File: src/rtl/alarm_ctrl_nch_pkg.sv
// alarm_pkg: shared state encoding, width helpers and default counter widths for the alarm core
package alarm_pkg;

    typedef enum logic [2:0] {
        S_DISARMED  = 3'd0,
        S_EXIT_DLY  = 3'd1,
        S_ARMED     = 3'd2,
        S_ENTRY_DLY = 3'd3,
        S_ALARM     = 3'd4
    } state_t;

    function automatic int clog2(input longint unsigned v);
        int r;
        r = 0;
        while ((64'd1 << r) < v) r++;
        return (r < 1) ? 1 : r;
    endfunction

    function automatic longint unsigned max2(input longint unsigned a, input longint unsigned b);
        return (a > b) ? a : b;
    endfunction

    localparam int DLY_W  = clog2(max2(50_000_000, 250_000_000));
    localparam int LOCK_W = clog2(500_000_000);

endpackage

File: src/rtl/alarm_ctrl_nch_sense_sync_edge.sv
// sense_sync_edge: N-wide 2-flop synchroniser with a baseline register and masked change detect
module sense_sync_edge #(
    parameter int N = 4
) (
    input  logic         iCLK,
    input  logic         iRST,
    input  logic [N-1:0] iSense,
    input  logic [N-1:0] iMask,
    input  logic         iLoad,
    input  logic         iClear,
    output logic [N-1:0] oSync,
    output logic [N-1:0] oDiff
);

    logic [N-1:0] s1, s2, base;

    always_ff @(posedge iCLK or posedge iRST) begin
        if (iRST) begin
            s1   <= '0;
            s2   <= '0;
            base <= '0;
        end else begin
            s1   <= iSense;
            s2   <= s1;
            base <= iClear ? '0 : iLoad ? s2 : base;
        end
    end

    assign oSync = s2;
    assign oDiff = (s2 ^ base) & ~iMask;

endmodule

File: src/rtl/alarm_ctrl_nch.sv
// alarm_ctrl_nch: N-channel alarm controller with passcode, exit/entry delays and wrong-code lockout
module alarm_ctrl_nch
    import alarm_pkg::*;
#(
    parameter int                CODE_W        = 10,
    parameter logic [CODE_W-1:0] DEFAULT_CODE  = '1,
    parameter int                N_SENSORS     = 4,
    parameter int                EXIT_DLY_CYC  = 50_000_000,
    parameter int                ENTRY_DLY_CYC = 250_000_000,
    parameter int                MAX_TRIES     = 3,
    parameter int                LOCKOUT_CYC   = 500_000_000,
    parameter int                CHIRP_LOG2    = 23,
    localparam int               FW            = clog2(MAX_TRIES + 1)
) (
    input  logic                 iCLK,
    input  logic                 iRST,
    input  logic [CODE_W-1:0]    iCode,
    input  logic                 iSet_Code,
    input  logic                 iArm,
    input  logic                 iEnter,
    input  logic [N_SENSORS-1:0] iSense,
    input  logic [N_SENSORS-1:0] iSense_Mask,
    output logic [2:0]           oState,
    output logic                 oArmed,
    output logic                 oVideo_On,
    output logic                 oBuzzer,
    output logic [N_SENSORS-1:0] oTrip_Chan,
    output logic                 oLocked,
    output logic [FW-1:0]        oFail_Cnt
);

    localparam int DW = clog2(max2(EXIT_DLY_CYC, ENTRY_DLY_CYC));
    localparam int LW = clog2(LOCKOUT_CYC);

    state_t                state, state_d;
    logic [DW-1:0]         cnt, cnt_d;
    logic [LW-1:0]         lock_cnt, lock_cnt_d;
    logic [CODE_W-1:0]     code, code_d;
    logic [N_SENSORS-1:0]  trip_d, sync, diff;
    logic [FW-1:0]         fail_d;
    logic                  locked_d, buzzer_d, base_load, base_clr;
    logic                  enter_ok, disarm, wrong, lock_hit, expired;

    sense_sync_edge #(.N(N_SENSORS)) u_sense (
        .iCLK   (iCLK),
        .iRST   (iRST),
        .iSense (iSense),
        .iMask  (iSense_Mask),
        .iLoad  (base_load),
        .iClear (base_clr),
        .oSync  (sync),
        .oDiff  (diff)
    );

    assign enter_ok = iEnter & ~oLocked & (state != S_DISARMED);
    assign disarm   = enter_ok & (iCode == code);
    assign wrong    = enter_ok & (iCode != code);
    assign lock_hit = wrong & (oFail_Cnt == FW'(MAX_TRIES - 1));
    assign expired  = (cnt == '0);

    always_ff @(posedge iCLK or posedge iRST) begin
        if (iRST) state <= S_DISARMED;
        else      state <= state_d;
    end

    // Disarm outranks everything; lockout overrides the normal transition with ALARM.
    always_comb begin
        state_d    = state;
        cnt_d      = cnt;
        code_d     = code;
        trip_d     = oTrip_Chan;
        fail_d     = oFail_Cnt;
        locked_d   = oLocked;
        lock_cnt_d = lock_cnt;
        base_load  = 1'b0;
        base_clr   = 1'b0;
        if (oLocked) begin
            locked_d   = (lock_cnt != '0);
            lock_cnt_d = (lock_cnt != '0) ? lock_cnt - 1'b1 : lock_cnt;
        end
        if (disarm) begin
            state_d  = S_DISARMED;
            fail_d   = '0;
            base_clr = 1'b1;
        end else begin
            fail_d = wrong ? oFail_Cnt + 1'b1 : oFail_Cnt;
            case (state)
                S_DISARMED: begin
                    code_d = iSet_Code ? iCode : code;
                    if (iArm) begin
                        trip_d  = '0;
                        cnt_d   = DW'(EXIT_DLY_CYC - 1);
                        state_d = S_EXIT_DLY;
                    end
                end
                S_EXIT_DLY: begin
                    base_load = expired;
                    state_d   = expired ? S_ARMED : S_EXIT_DLY;
                    cnt_d     = expired ? cnt : cnt - 1'b1;
                end
                S_ARMED: begin
                    if (|diff) begin
                        trip_d  = oTrip_Chan | diff;
                        cnt_d   = DW'(ENTRY_DLY_CYC - 1);
                        state_d = S_ENTRY_DLY;
                    end
                end
                S_ENTRY_DLY: begin
                    trip_d  = oTrip_Chan | diff;
                    state_d = expired ? S_ALARM : S_ENTRY_DLY;
                    cnt_d   = expired ? cnt : cnt - 1'b1;
                end
                S_ALARM:     trip_d = oTrip_Chan | diff;
                default:     state_d = S_DISARMED;
            endcase
            if (lock_hit) begin
                state_d    = S_ALARM;
                locked_d   = 1'b1;
                lock_cnt_d = LW'(LOCKOUT_CYC - 1);
                fail_d     = '0;
            end
        end
    end

    always_comb begin
        oState    = state;
        oArmed    = (state != S_DISARMED);
        oVideo_On = (state == S_ALARM);
        buzzer_d  = (state_d == S_ALARM) | ((state_d == S_ENTRY_DLY) & cnt_d[CHIRP_LOG2]);
    end

    always_ff @(posedge iCLK or posedge iRST) begin
        if (iRST) begin
            cnt        <= '0;
            lock_cnt   <= '0;
            code       <= DEFAULT_CODE;
            oTrip_Chan <= '0;
            oFail_Cnt  <= '0;
            oLocked    <= 1'b0;
            oBuzzer    <= 1'b0;
        end else begin
            cnt        <= cnt_d;
            lock_cnt   <= lock_cnt_d;
            code       <= code_d;
            oTrip_Chan <= trip_d;
            oFail_Cnt  <= fail_d;
            oLocked    <= locked_d;
            oBuzzer    <= buzzer_d;
        end
    end

endmodule

File: config.mk
export PLATFORM = sky130hd
export DESIGN_NAME = alarm_ctrl_nch
export DESIGN_NICKNAME = d
export VERILOG_FILES = /design/src/rtl/alarm_ctrl_nch_pkg.sv /design/src/rtl/alarm_ctrl_nch_sense_sync_edge.sv /design/src/rtl/alarm_ctrl_nch.sv
export SDC_FILE = /design/constraint.sdc
export NUM_CORES = 1
export LEC_CHECK = 0
export BUFFER_PORTS_ARGS = -buffer_cell sky130_fd_sc_hd__buf_2
export CORE_MARGIN = 1.5
export CORE_UTILIZATION = 40
export CTS_BUF_LIST = sky130_fd_sc_hd__clkbuf_8
export DETAILED_ROUTE_END_ITERATION = 10
export SYNTH_ARGS = -nofsm -noshare
export SYNTH_HDL_FRONTEND = slang
export SYNTH_SLANG_ARGS = --single-unit
File: constraint.sdc
create_clock -name iCLK -period 2.7 [get_ports iCLK]
set_input_delay 0.27 -clock iCLK [delete_from_list [all_inputs] [get_ports iCLK]]
set_output_delay 0.27 -clock iCLK [all_outputs]
set_load 0.01 [all_outputs]
==> summary.md, run 1 <==
| Metric | Value |
|---|---|
| Final Util | `0.4764` |
| Vias | `3910` |
| Syn_nets | `522` |
| CP startpoint | `cnt[0]` |
| TNS Setup | `0 ns` |
| Max-cap violations | `0` |
| Ys async rst share | `1.000` |
| DRT antenna net count | `0` |
| Clock Path Buffers | `2` |
| Via density | `5.554` |
| # setup viols final | `0` |
| DRC violation count after routing | `0` |
| Worst min path class | `primary input to register` |
| # rows | `39` |
| Worst reg2reg path startpoint | `cnt[0]` |
| Fin. max-slew vios | `0` |
| Final min period | `2.452 ns` |
| Antenna Diode Count | `0` |
| Initial Util | `0.4101` |
| DRT Wirelength | `11080 um` |
| Register Area | `2265 um^2` |
| Largest net degree at the start of global routing | `68` |
| Worst Skew | `0.008282 ns` |
| Nets | `582` |
| Crit end category | `register` |
| Outcome | `completed` |
| RSZ-0062 raised after global routing | `false` |
| Setup bufs post-CTS | `0` |
| Worst skew pair latency | `0.38 ns` |
| CTS sink cnt | `90` |
| Die area | `12370 um^2` |
| Ys flop type | `dfrtp_1` |
| GRT met1 Usage | `0.2500` |
| Initial DRC count | `248` |
| Ratio of cells with drive above 1 in the final layout | `0.2032` |
| Hold Path Origin | `iCode[2]` |
| Worst Tran Pin Value | `0.5922 ns` |
| Die Span Y | `111.2 um` |
| Post-Synthesis Cell Area | `4683 um^2` |
| CP max FO | `20` |
| Pwr dens | `428.6 nW/um^2` |
| Total gr overflow | `0` |
| Register area share after synthesis | `0.4836` |
| Synth Instances | `496` |
| Vias in the first global route | `3888` |
| First-pass GRT wire length | `19050 um` |
| CTS clk-pin slew, worst paths | `0.09 ns` |
| Hold Fails Final Rpt | `0` |
| Clock tree root buffer cell | `clkbuf_8` |
| GRT Total Usage | `0.1914` |
| Pre-antenna DRT Iters | `4` |
| Drt wl/cell | `15.73 um` |
| FF+latch count, synth | `90` |
| Setup CP Type | `register to register` |
| Max Freq | `0.4078 GHz` |
| CTS tree | `built` |
| Crit path arrival time | `2.72 ns` |
| Post-synth EDFFs | `0` |
| Synth Warn # | `0` |
| Fill cells | `1121` |
| Post-synthesis cell type count | `55` |
| Met3 Usage GRT | `0.04811` |
| Syn Area/Cell | `9.442 um^2` |
| CTS Buf Count | `9` |
| CP Launch Type | `register` |
| Met2 Usage GRT | `0.3043` |
| # port buffers | `35` |
| Die width | `111.2 um` |
| Rel. slew slack | `0.6052` |
| Crit share post-route | `0.9082` |
| Global routing's busiest layer | `met2` |
| Io pins | `36` |
| Final GP Congestion | `0.8850` |
| Multi-input logic area | `2313 um^2` |
| Initial antenna violation count | `0` |
| Maximum vdd drop | `292.6 uV` |
| Core area | `11420 um^2` |
| Area grow syn2layout | `16.16%` |
| H-tree depth | `3` |
| Detail Placement HPWL | `7851 um` |
| Leakage | `2.015 nW` |
| Worst Path Required | `2.96 ns` |
[timing repair]
item,in CTS,in global routing
hold buffers,5,0
gates resized for setup,0,2
setup endpoints to repair,0,34
endpoints found under the hold margin,27,0
[worst paths after layout]
path,to,slack [ns],cells after the start
max in group asynchronous,code[1],1.53,4
setup reg to reg,cnt[20],0.25,9
min in group asynchronous,lock_cnt[10],0.42,3
setup / recovery,cnt[20],0.25,9
hold reg to reg,u_sense.oSync[1],0.36,0
hold / removal,code[2],0.15,2
[routing by layer]
metal | up-vias | wire [um] | part of all wire
met4 | 0 | 320 | 0.029
met2 | 83 | 5268 | 0.48
li1 | 1923 | - | -
met5 | - | 0 | 0
met3 | 28 | 506 | 0.046
met1 | 1876 | 4979 | 0.45
[synth_stat cells (3+ instances only)]
master | number | area share
xor2_1 | 6 | 0.011
nand2b_1 | 4 | 0.0053
o41ai_1 | 5 | 0.0094
dfrtp_1 | 80 | 0.43
or3_1 | 4 | 0.0053
buf_2 | 3 | 0.0032
and2_1 | 5 | 0.0067
o21ai_0 | 36 | 0.038
nor4_1 | 16 | 0.021
a31oi_1 | 23 | 0.031
nor2b_1 | 6 | 0.0080
nand4_1 | 10 | 0.013
nand2_1 | 40 | 0.032
xnor2_1 | 27 | 0.050
or2_2 | 4 | 0.0053
a21oi_1 | 26 | 0.028
nand3_1 | 10 | 0.011
and3_1 | 8 | 0.011
o31ai_1 | 5 | 0.0080
ha_1 | 3 | 0.0080
dfstp_2 | 10 | 0.056
nor4b_1 | 3 | 0.0056
nor2_1 | 54 | 0.043
mux2_2 | 10 | 0.024
inv_1 | 12 | 0.0096
or4_1 | 6 | 0.0096
o211ai_1 | 4 | 0.0064
nor3_1 | 22 | 0.024
mux2i_1 | 6 | 0.013
clkbuf_1 | 16 | 0.013
[power breakdown]
| group | internal, mW | switching (mW) |
|---|---|---|
| registers | 1.37 | 0.0226 |
| logic | 0.0428 | 0.0610 |
| clock network | 0.332 | 0.503 |
| total | 1.75 | 0.587 |
[logic make-up (layout without fill, tap and decap cells)]
kind of cell	after synthesis	in the layout	synth area share
adder cells (fa/ha/maj)	3	3	0.008016
XOR/XNOR	33	33	0.06172
AND/OR/NAND/NOR	202	202	0.2215
buffers and inverters	32	97	0.02805
flip-flops	90	90	0.4836
multiplexers	16	16	0.03687
AO/OA/AOI/OAI	120	120	0.1603
[layout make-up]
cell class	count	share of cell area
Clock buffer	9	0.02277
Clock inverter	7	0.008280
Inverter	12	0.008510
Multi-Input combinational cell	374	0.4253
Sequential cell	90	0.4163
Tap cell	143	0.03289
Timing Repair Buffer	69	0.08602
[stage by stage]
step	hold WS (ns)	total power [mW]	worst slack, ns	std cells	instance area, um^2
after floorplan	0.3014	1.470	0.1113	496	4683
after global placement	0.2810	1.515	0.1610	683	5209
after detailed placement	0.2861	1.520	0.08969	683	5209
after CTS	0.1342	2.363	0.06834	704	5428
after global routing	0.1167	2.452	0.008378	704	5440
final	0.1477	2.332	0.2478	704	5440
[registers in the layout (all words and copies together), names as in the netlist]
name	cells
lock_cnt	29
u_sense.base	4
oBuzzer	1
cnt	28
oLocked	1
oState	3
oFail_Cnt	2
oTrip_Chan	4
u_sense.s1	4
u_sense.oSync	4
code	10
[layout by cell type, fill, tap and decap left out, types with 3 or more instances in the layout]
cell / count
or3_1: 4
o21ai_0: 36
nor2b_1: 6
xnor2_1: 27
clkinv_2: 5
nand2_1: 40
xor2_1: 6
nand4_1: 10
dfstp_2: 10
mux2i_1: 6
nand3_1: 10
dlygate4sd3_1: 5
or2_2: 4
o41ai_1: 4
a31oi_1: 23
o31ai_1: 5
nor2_1: 54
nand2b_1: 4
buf_2: 35
and3_1: 8
ha_1: 3
o211ai_1: 4
nor3_1: 22
buf_4: 27
mux2_2: 10
nor4_1: 15
clkbuf_8: 9
or4_1: 6
and2_1: 5
inv_1: 11
dfrtp_1: 80
a21oi_1: 26
[worst max-delay path, cell delays in order, from the launching register on]
cell and delay, ns:
dfrtp_1 0.36, inv_1 0.07, ha_1 0.26, nor4b_2 0.20
and4_1 0.26, and3_1 0.27, or4_1 0.47, buf_12 0.18
o21ai_0 0.15, o21ai_0 0.11
No activity file was read; power rests on OpenSTA's default activity.
==> inputs of run 2 (changes only) <==
Settings changed: CTS_BUF_LIST sky130_fd_sc_hd__clkbuf_8 to sky130_fd_sc_hd__clkbuf_4, CTS_CLUSTER_SIZE set to 30, TNS_END_PERCENT set to 20.
==> summary.md, run 2 (same netlist as run 1, synthesis figures left out) <==
| Metric | Value |
|---|---|
| Outcome | `completed (unchanged)` |
| Antenna Diode Count | `0 (unchanged)` |
| Pwr dens | `402.6 nW/um^2 (was 428.6 nW/um^2)` |
| Worst Skew | `0.01358 ns (was 0.008282 ns)` |
| Worst Path Required | `3.07 ns (was 2.96 ns)` |
| Largest register FFs | `29 (unchanged)` |
| Final Worst Setup Slack | `0.2399 ns (was 0.2478 ns)` |
| Fin. max-slew vios | `0 (unchanged)` |
| Leakage | `1.996 nW (was 2.015 nW)` |
| Most frequent cells in the layout | `80 x dfrtp_1, 54 x nor2_1, 40 x nand2_1 (unchanged)` |
| Crit share post-route | `0.9112 (was 0.9082)` |
| Vias | `3954 (was 3910)` |
| Placed cell area | `5209 um^2 (unchanged)` |
| Crit path arrival time | `2.83 ns (was 2.72 ns)` |
| Largest net degree at the start of global routing | `68 (unchanged)` |
| CTS sink cnt | `90 (unchanged)` |
| CP max FO | `20 (unchanged)` |
| # port buffers | `35 (unchanged)` |
| Worst min path class | `primary input to register (unchanged)` |
| Total gr overflow | `0 (unchanged)` |
| R2R setup slack | `0.24 ns (was 0.25 ns)` |
| Max-cap violations | `0 (unchanged)` |
| Post-Layout Cell Count | `705 (was 704)` |
| H-tree depth | `3 (unchanged)` |
| Maximum vdd drop | `307.9 uV (was 292.6 uV)` |
| Top reg by flops | `lock_cnt (unchanged)` |
| Worst Tran Pin Value | `0.5801 ns (was 0.5922 ns)` |
| CTS clk-pin slew, worst paths | `0.14 ns (was 0.09 ns)` |
| Regs by FF count | `lock_cnt x29, cnt x28, code x10 (unchanged)` |
| Initial antenna violation count | `0 (unchanged)` |
| CTS tree | `built (unchanged)` |
| Initial DRC count | `295 (was 248)` |
| Clock tree root buffer cell | `clkbuf_4 (was clkbuf_8)` |
| CP Launch Type | `register (unchanged)` |
| Vias in the first global route | `3833 (was 3888)` |
| Drt wl/cell | `15.75 um (was 15.73 um)` |
| Die area | `12370 um^2 (unchanged)` |
| Clock Path Buffers | `2 (unchanged)` |
| Detail Placement HPWL | `7851 um (unchanged)` |
| Setup bufs post-CTS | `0 (unchanged)` |
| Hold_ws | `0.05571 ns (was 0.1477 ns)` |
| Placed Instances | `683 (unchanged)` |
| TNS Setup | `0 ns (unchanged)` |
| # rows | `39 (unchanged)` |
| Cell area after layout | `5394 um^2 (was 5440 um^2)` |
| Most common cell after layout, fill and taps aside | `dfrtp_1 (unchanged)` |
| DRC violation count after routing | `0 (unchanged)` |
| DRT Wirelength | `11110 um (was 11080 um)` |
| Worst skew pair latency | `0.47 ns (was 0.38 ns)` |
| Crit end category | `register (unchanged)` |
| DP Worst Slack | `0.08969 ns (unchanged)` |
| Initial Util | `0.4101 (unchanged)` |
| Core area | `11420 um^2 (unchanged)` |
| Final Util | `0.4724 (was 0.4764)` |
| Die width | `111.2 um (unchanged)` |
| # setup viols final | `0 (unchanged)` |
| Final min period | `2.460 ns (was 2.452 ns)` |
| Die Span Y | `111.2 um (unchanged)` |
| RSZ-0062 raised after global routing | `false (unchanged)` |
| Pre-antenna DRT Iters | `5 (was 4)` |
| GRT Total Usage | `0.1896 (was 0.1914)` |
| Nets | `583 (was 582)` |
| Power Total | `2.172 mW (was 2.332 mW)` |
| Max Freq | `0.4065 GHz (was 0.4078 GHz)` |
| Rel. slew slack | `0.6133 (was 0.6052)` |
| Setup CP Type | `register to register (unchanged)` |
| DRT antenna net count | `0 (unchanged)` |
| First-pass GRT wire length | `18950 um (was 19050 um)` |
| Area grow syn2layout | `15.17% (was 16.16%)` |
| Io pins | `36 (unchanged)` |
| Hold Fails Final Rpt | `0 (unchanged)` |
| Final GP Congestion | `0.8850 (unchanged)` |
| Ratio of cells with drive above 1 in the final layout | `0.2028 (was 0.2032)` |
| CTS Buf Count | `9 (unchanged)` |
| Via density | `5.609 (was 5.554)` |
==> run 2: cell count changes in the layout (fill, tap and decap cells not counted), sizes merged <==
cell,delta
dlygate4sd3,+1
==> run 2: cell type report <==
cell class / instances / area, um^2
timing repair buffer: 70 / 478.0
fill: 1124 / 6025
tap: 143 / 178.9
clock buffer: 9 / 67.56
sequential: 90 / 2265
inverter: 12 / 46.29
multi-input combinational: 374 / 2313
clock inverter: 7 / 45.04
==> run 2: path summary, 6_finish.rpt <==
| path | end | startpoint | depth (start not counted) |
|---|---|---|---|
| worst max-delay path | cnt[8] | cnt[0] | 9 |
| worst min-delay path | code[5] | iCode[5] | 2 |
| worst max register to register | cnt[8] | cnt[0] | 9 |
| worst min register to register | u_sense.oSync[1] | u_sense.s1[1] | 0 |
| max in group asynchronous | code[3] | iRST | 4 |
| min in group asynchronous | lock_cnt[10] | iRST | 3 |
==> run 2: power breakdown <==
group	total (mW)	switching [mW]	internal, mW
combinational	0.105	0.0612	0.0437
clock	0.673	0.486	0.187
sequential	1.39	0.0227	1.37
==> run 2: critical path: stages (launching register included) <==
cell	delay (ns)
dfrtp_1	0.38
inv_1	0.07
ha_1	0.26
nor4b_2	0.20
and4_1	0.27
and3_1	0.27
or4_1	0.47
buf_12	0.18
o21ai_0	0.16
o21ai_0	0.10
==> run 2: repair_timing <==
action,4_1_cts,5_1_grt
hold buffers,5,1
resized for setup,0,2
endpoints found under the setup margin,0,34
hold endpoints to repair,27,1
==> run 2: per-layer routing <==
layer	up-vias	routed length, um	track usage
li1	1927	-	-
met2	108	5238	0.2945
met4	0	304	0.09114
met1	1890	5058	0.2528
met5	-	0	0
met3	29	504	0.03991
==> inputs of run 3 (changes only) <==
Settings changed: CORE_UTILIZATION 40 to 46, PLACE_DENSITY set to 0.66.
Clock period 2.7 ns to 1.95 ns, I/O delays scaled along.
==> summary.md, run 3 (same netlist as run 1, synthesis figures left out) <==
| Metric | Value |
|---|---|
| CP Launch Type | `register (unchanged)` |
| Vias in the first global route | `4736 (was 3833)` |
| Met3 Usage GRT | `0.03822 (was 0.03991)` |
| Ratio of cells with drive above 1 in the final layout | `0.4553 (was 0.2028)` |
| Drt wl/cell | `17.67 um (was 15.75 um)` |
| Clock Path Buffers | `2 (unchanged)` |
| # setup viols final | `61 (was 0)` |
| Final min period | `2.264 ns (was 2.460 ns)` |
| Detail Placement HPWL | `8779 um (was 7851 um)` |
| Buf+Inv Stages, Crit Path | `1 (was 2)` |
| Worst min path class | `primary input to register (unchanged)` |
| CP max FO | `6 (was 20)` |
| Pre-antenna DRT Iters | `5 (unchanged)` |
| Crit share post-route | `1.161 (was 0.9112)` |
| Die area | `10800 um^2 (was 12370 um^2)` |
| Final Worst Setup Slack | `-0.3141 ns (was 0.2399 ns)` |
| Largest net degree at the start of global routing | `91 (was 68)` |
| Total gr overflow | `0 (unchanged)` |
| H-tree depth | `3 (unchanged)` |
| TNS Setup | `-9.510 ns (was 0 ns)` |
| Final Util | `0.7167 (was 0.4724)` |
| Hold_ws | `0.09009 ns (was 0.05571 ns)` |
| Failing checks | `setup timing` |
| Worst skew pair latency | `0.48 ns (was 0.47 ns)` |
| Power Total | `3.398 mW (was 2.172 mW)` |
| Rel. slew slack | `0.5837 (was 0.6133)` |
| CTS Buf Count | `9 (unchanged)` |
| Most common cell after layout, fill and taps aside | `buf_4 (was dfrtp_1)` |
| Max-cap violations | `0 (unchanged)` |
| GRT met1 Usage | `0.3305 (was 0.2528)` |
| Top reg by flops | `lock_cnt (unchanged)` |
| Crit end category | `register (unchanged)` |
| Maximum vdd drop | `457.7 uV (was 307.9 uV)` |
| # port buffers | `35 (unchanged)` |
| Nets | `704 (was 583)` |
| GRT Total Usage | `0.2691 (was 0.1896)` |
| Initial antenna violation count | `0 (unchanged)` |
| DRC violation count after routing | `0 (unchanged)` |
| Crit path arrival time | `2.68 ns (was 2.83 ns)` |
| Worst Path Required | `2.37 ns (was 3.07 ns)` |
| DRT antenna net count | `0 (unchanged)` |
| Regs by FF count | `lock_cnt x29, cnt x28, code x10 (unchanged)` |
| DP Worst Slack | `-0.4606 ns (was 0.08969 ns)` |
| Fin. max-slew vios | `0 (unchanged)` |
| Initial DRC count | `254 (was 295)` |
| CTS clk-pin slew, worst paths | `0.15 ns (was 0.14 ns)` |
| Largest register FFs | `29 (unchanged)` |
| Initial Util | `0.4769 (was 0.4101)` |
| First-pass GRT wire length | `23310 um (was 18950 um)` |
| Via density | `5.690 (was 5.609)` |
| # rows | `36 (was 39)` |
| Setup CP Type | `register to register (unchanged)` |
| Io pins | `36 (unchanged)` |
| Die width | `103.9 um (was 111.2 um)` |
| Antenna Diode Count | `0 (unchanged)` |
| Largest stage delay, worst path | `0.54 ns (was 0.47 ns)` |
| Met2 Usage GRT | `0.4754 (was 0.2945)` |
| Worst Skew | `0.02105 ns (was 0.01358 ns)` |
| Final GP Congestion | `0.8798 (was 0.8850)` |
| Critical-path top delay cell | `or4_4 (was or4_1)` |
| Clock tree root buffer cell | `clkbuf_4 (unchanged)` |
| Max Freq | `0.4417 GHz (was 0.4065 GHz)` |
| Vias | `4643 (was 3954)` |
| Area grow syn2layout | `50.28% (was 15.17%)` |
| Most frequent cells in the layout | `118 x buf_4, 80 x dfrtp_1, 46 x nor2_1 (was 80 x dfrtp_1, 54 x nor2_1, 40 x nand2_1)` |
| Hold Fails Final Rpt | `0 (unchanged)` |
| Worst Tran Pin Value | `0.6221 ns (was 0.5801 ns)` |
| Fill cells | `728 (was 1124)` |
| Core area | `9819 um^2 (was 11420 um^2)` |
| Global routing's busiest layer | `met2 (unchanged)` |
| Pwr dens | `482.8 nW/um^2 (was 402.6 nW/um^2)` |
| Outcome | `finished, violations left (was completed)` |
| Leakage | `2.829 nW (was 1.996 nW)` |
| Die Span Y | `103.9 um (was 111.2 um)` |
| CTS tree | `built (unchanged)` |
| RSZ-0062 raised after global routing | `true (was false)` |
| Crit-path leading delay family | `simple AND/OR/NAND/NOR gates (unchanged)` |
| DRT Wirelength | `14420 um (was 11110 um)` |
| CTS sink cnt | `90 (unchanged)` |
| Worst-path cell chain | `or4_4 -> or3_4 -> o31ai_4 -> buf_6 -> nor3_4 -> a21bo_1 -> a21oi_2 (was inv_1 -> ha_1 -> nor4b_2 -> and4_1 -> and3_1 -> or4_1 -> buf_12 -> o21ai_0 -> o21ai_0)` |
==> run 3: layout make-up <==
class | count | area, um^2 | area share
Clock buffer | 10 | 75.07 | 0.01067
Clock inverter | 6 | 90.09 | 0.01280
Inverter | 12 | 48.80 | 0.006933
Multi-Input combinational cell | 374 | 2836 | 0.4030
Sequential cell | 90 | 2265 | 0.3218
Tap cell | 133 | 166.4 | 0.02364
Timing Repair Buffer | 191 | 1556 | 0.2212
==> run 3: timing repair <==
action	4_1_cts	5_1_grt
gates cloned	4	0
hold endpoints to repair	94	0
resized for setup	103	51
setup buffers	7	9
endpoints found under the setup margin	69	68
hold buffers	15	0
pin swaps	39	26
==> run 3: report_power, final <==
group | internal [mW] | leakage [nW] | switching (mW)
combinational | 0.120 | 1.81 | 0.127
clock | 0.539 | 0.0870 | 0.686
sequential | 1.90 | 0.928 | 0.0271
total | 2.56 | 2.83 | 0.840
==> run 3: worst paths after layout <==
path	endpoint	cells after the start	slack, ns	start
max in group asynchronous	code[3]	4	1.18	iRST
max	lock_cnt[11]	7	-0.31	lock_cnt[14]
max reg2reg	lock_cnt[11]	7	-0.31	lock_cnt[14]
min in group asynchronous	cnt[16]	4	0.36	iRST
min reg2reg	u_sense.oSync[1]	0	0.36	u_sense.s1[1]
min	oTrip_Chan[0]	4	0.09	iSense_Mask[0]
==> run 3: worst reg2reg max path, stage by stage (launching register included) <==
cell and delay, ns:
dfrtp_1 0.40, or4_4 0.54, or3_4 0.44, o31ai_4 0.30, buf_6 0.17, nor3_4 0.06, a21bo_1 0.19, a21oi_2 0.12
==> run 3: layer usage <==
metal | vias to the layer above | part of all wire
li1 | 2186 | -
met1 | 2299 | 0.40
met2 | 120 | 0.52
met3 | 38 | 0.041
met4 | 0 | 0.032
met5 | - | 0
==> run 3: stage by stage <==
step                      cells  area (um^2)
final                       816         7038
after global placement      766         5934
after global routing        816         7038
after floorplan             496         4687
after detailed placement    766         5934
after CTS                   807         6739
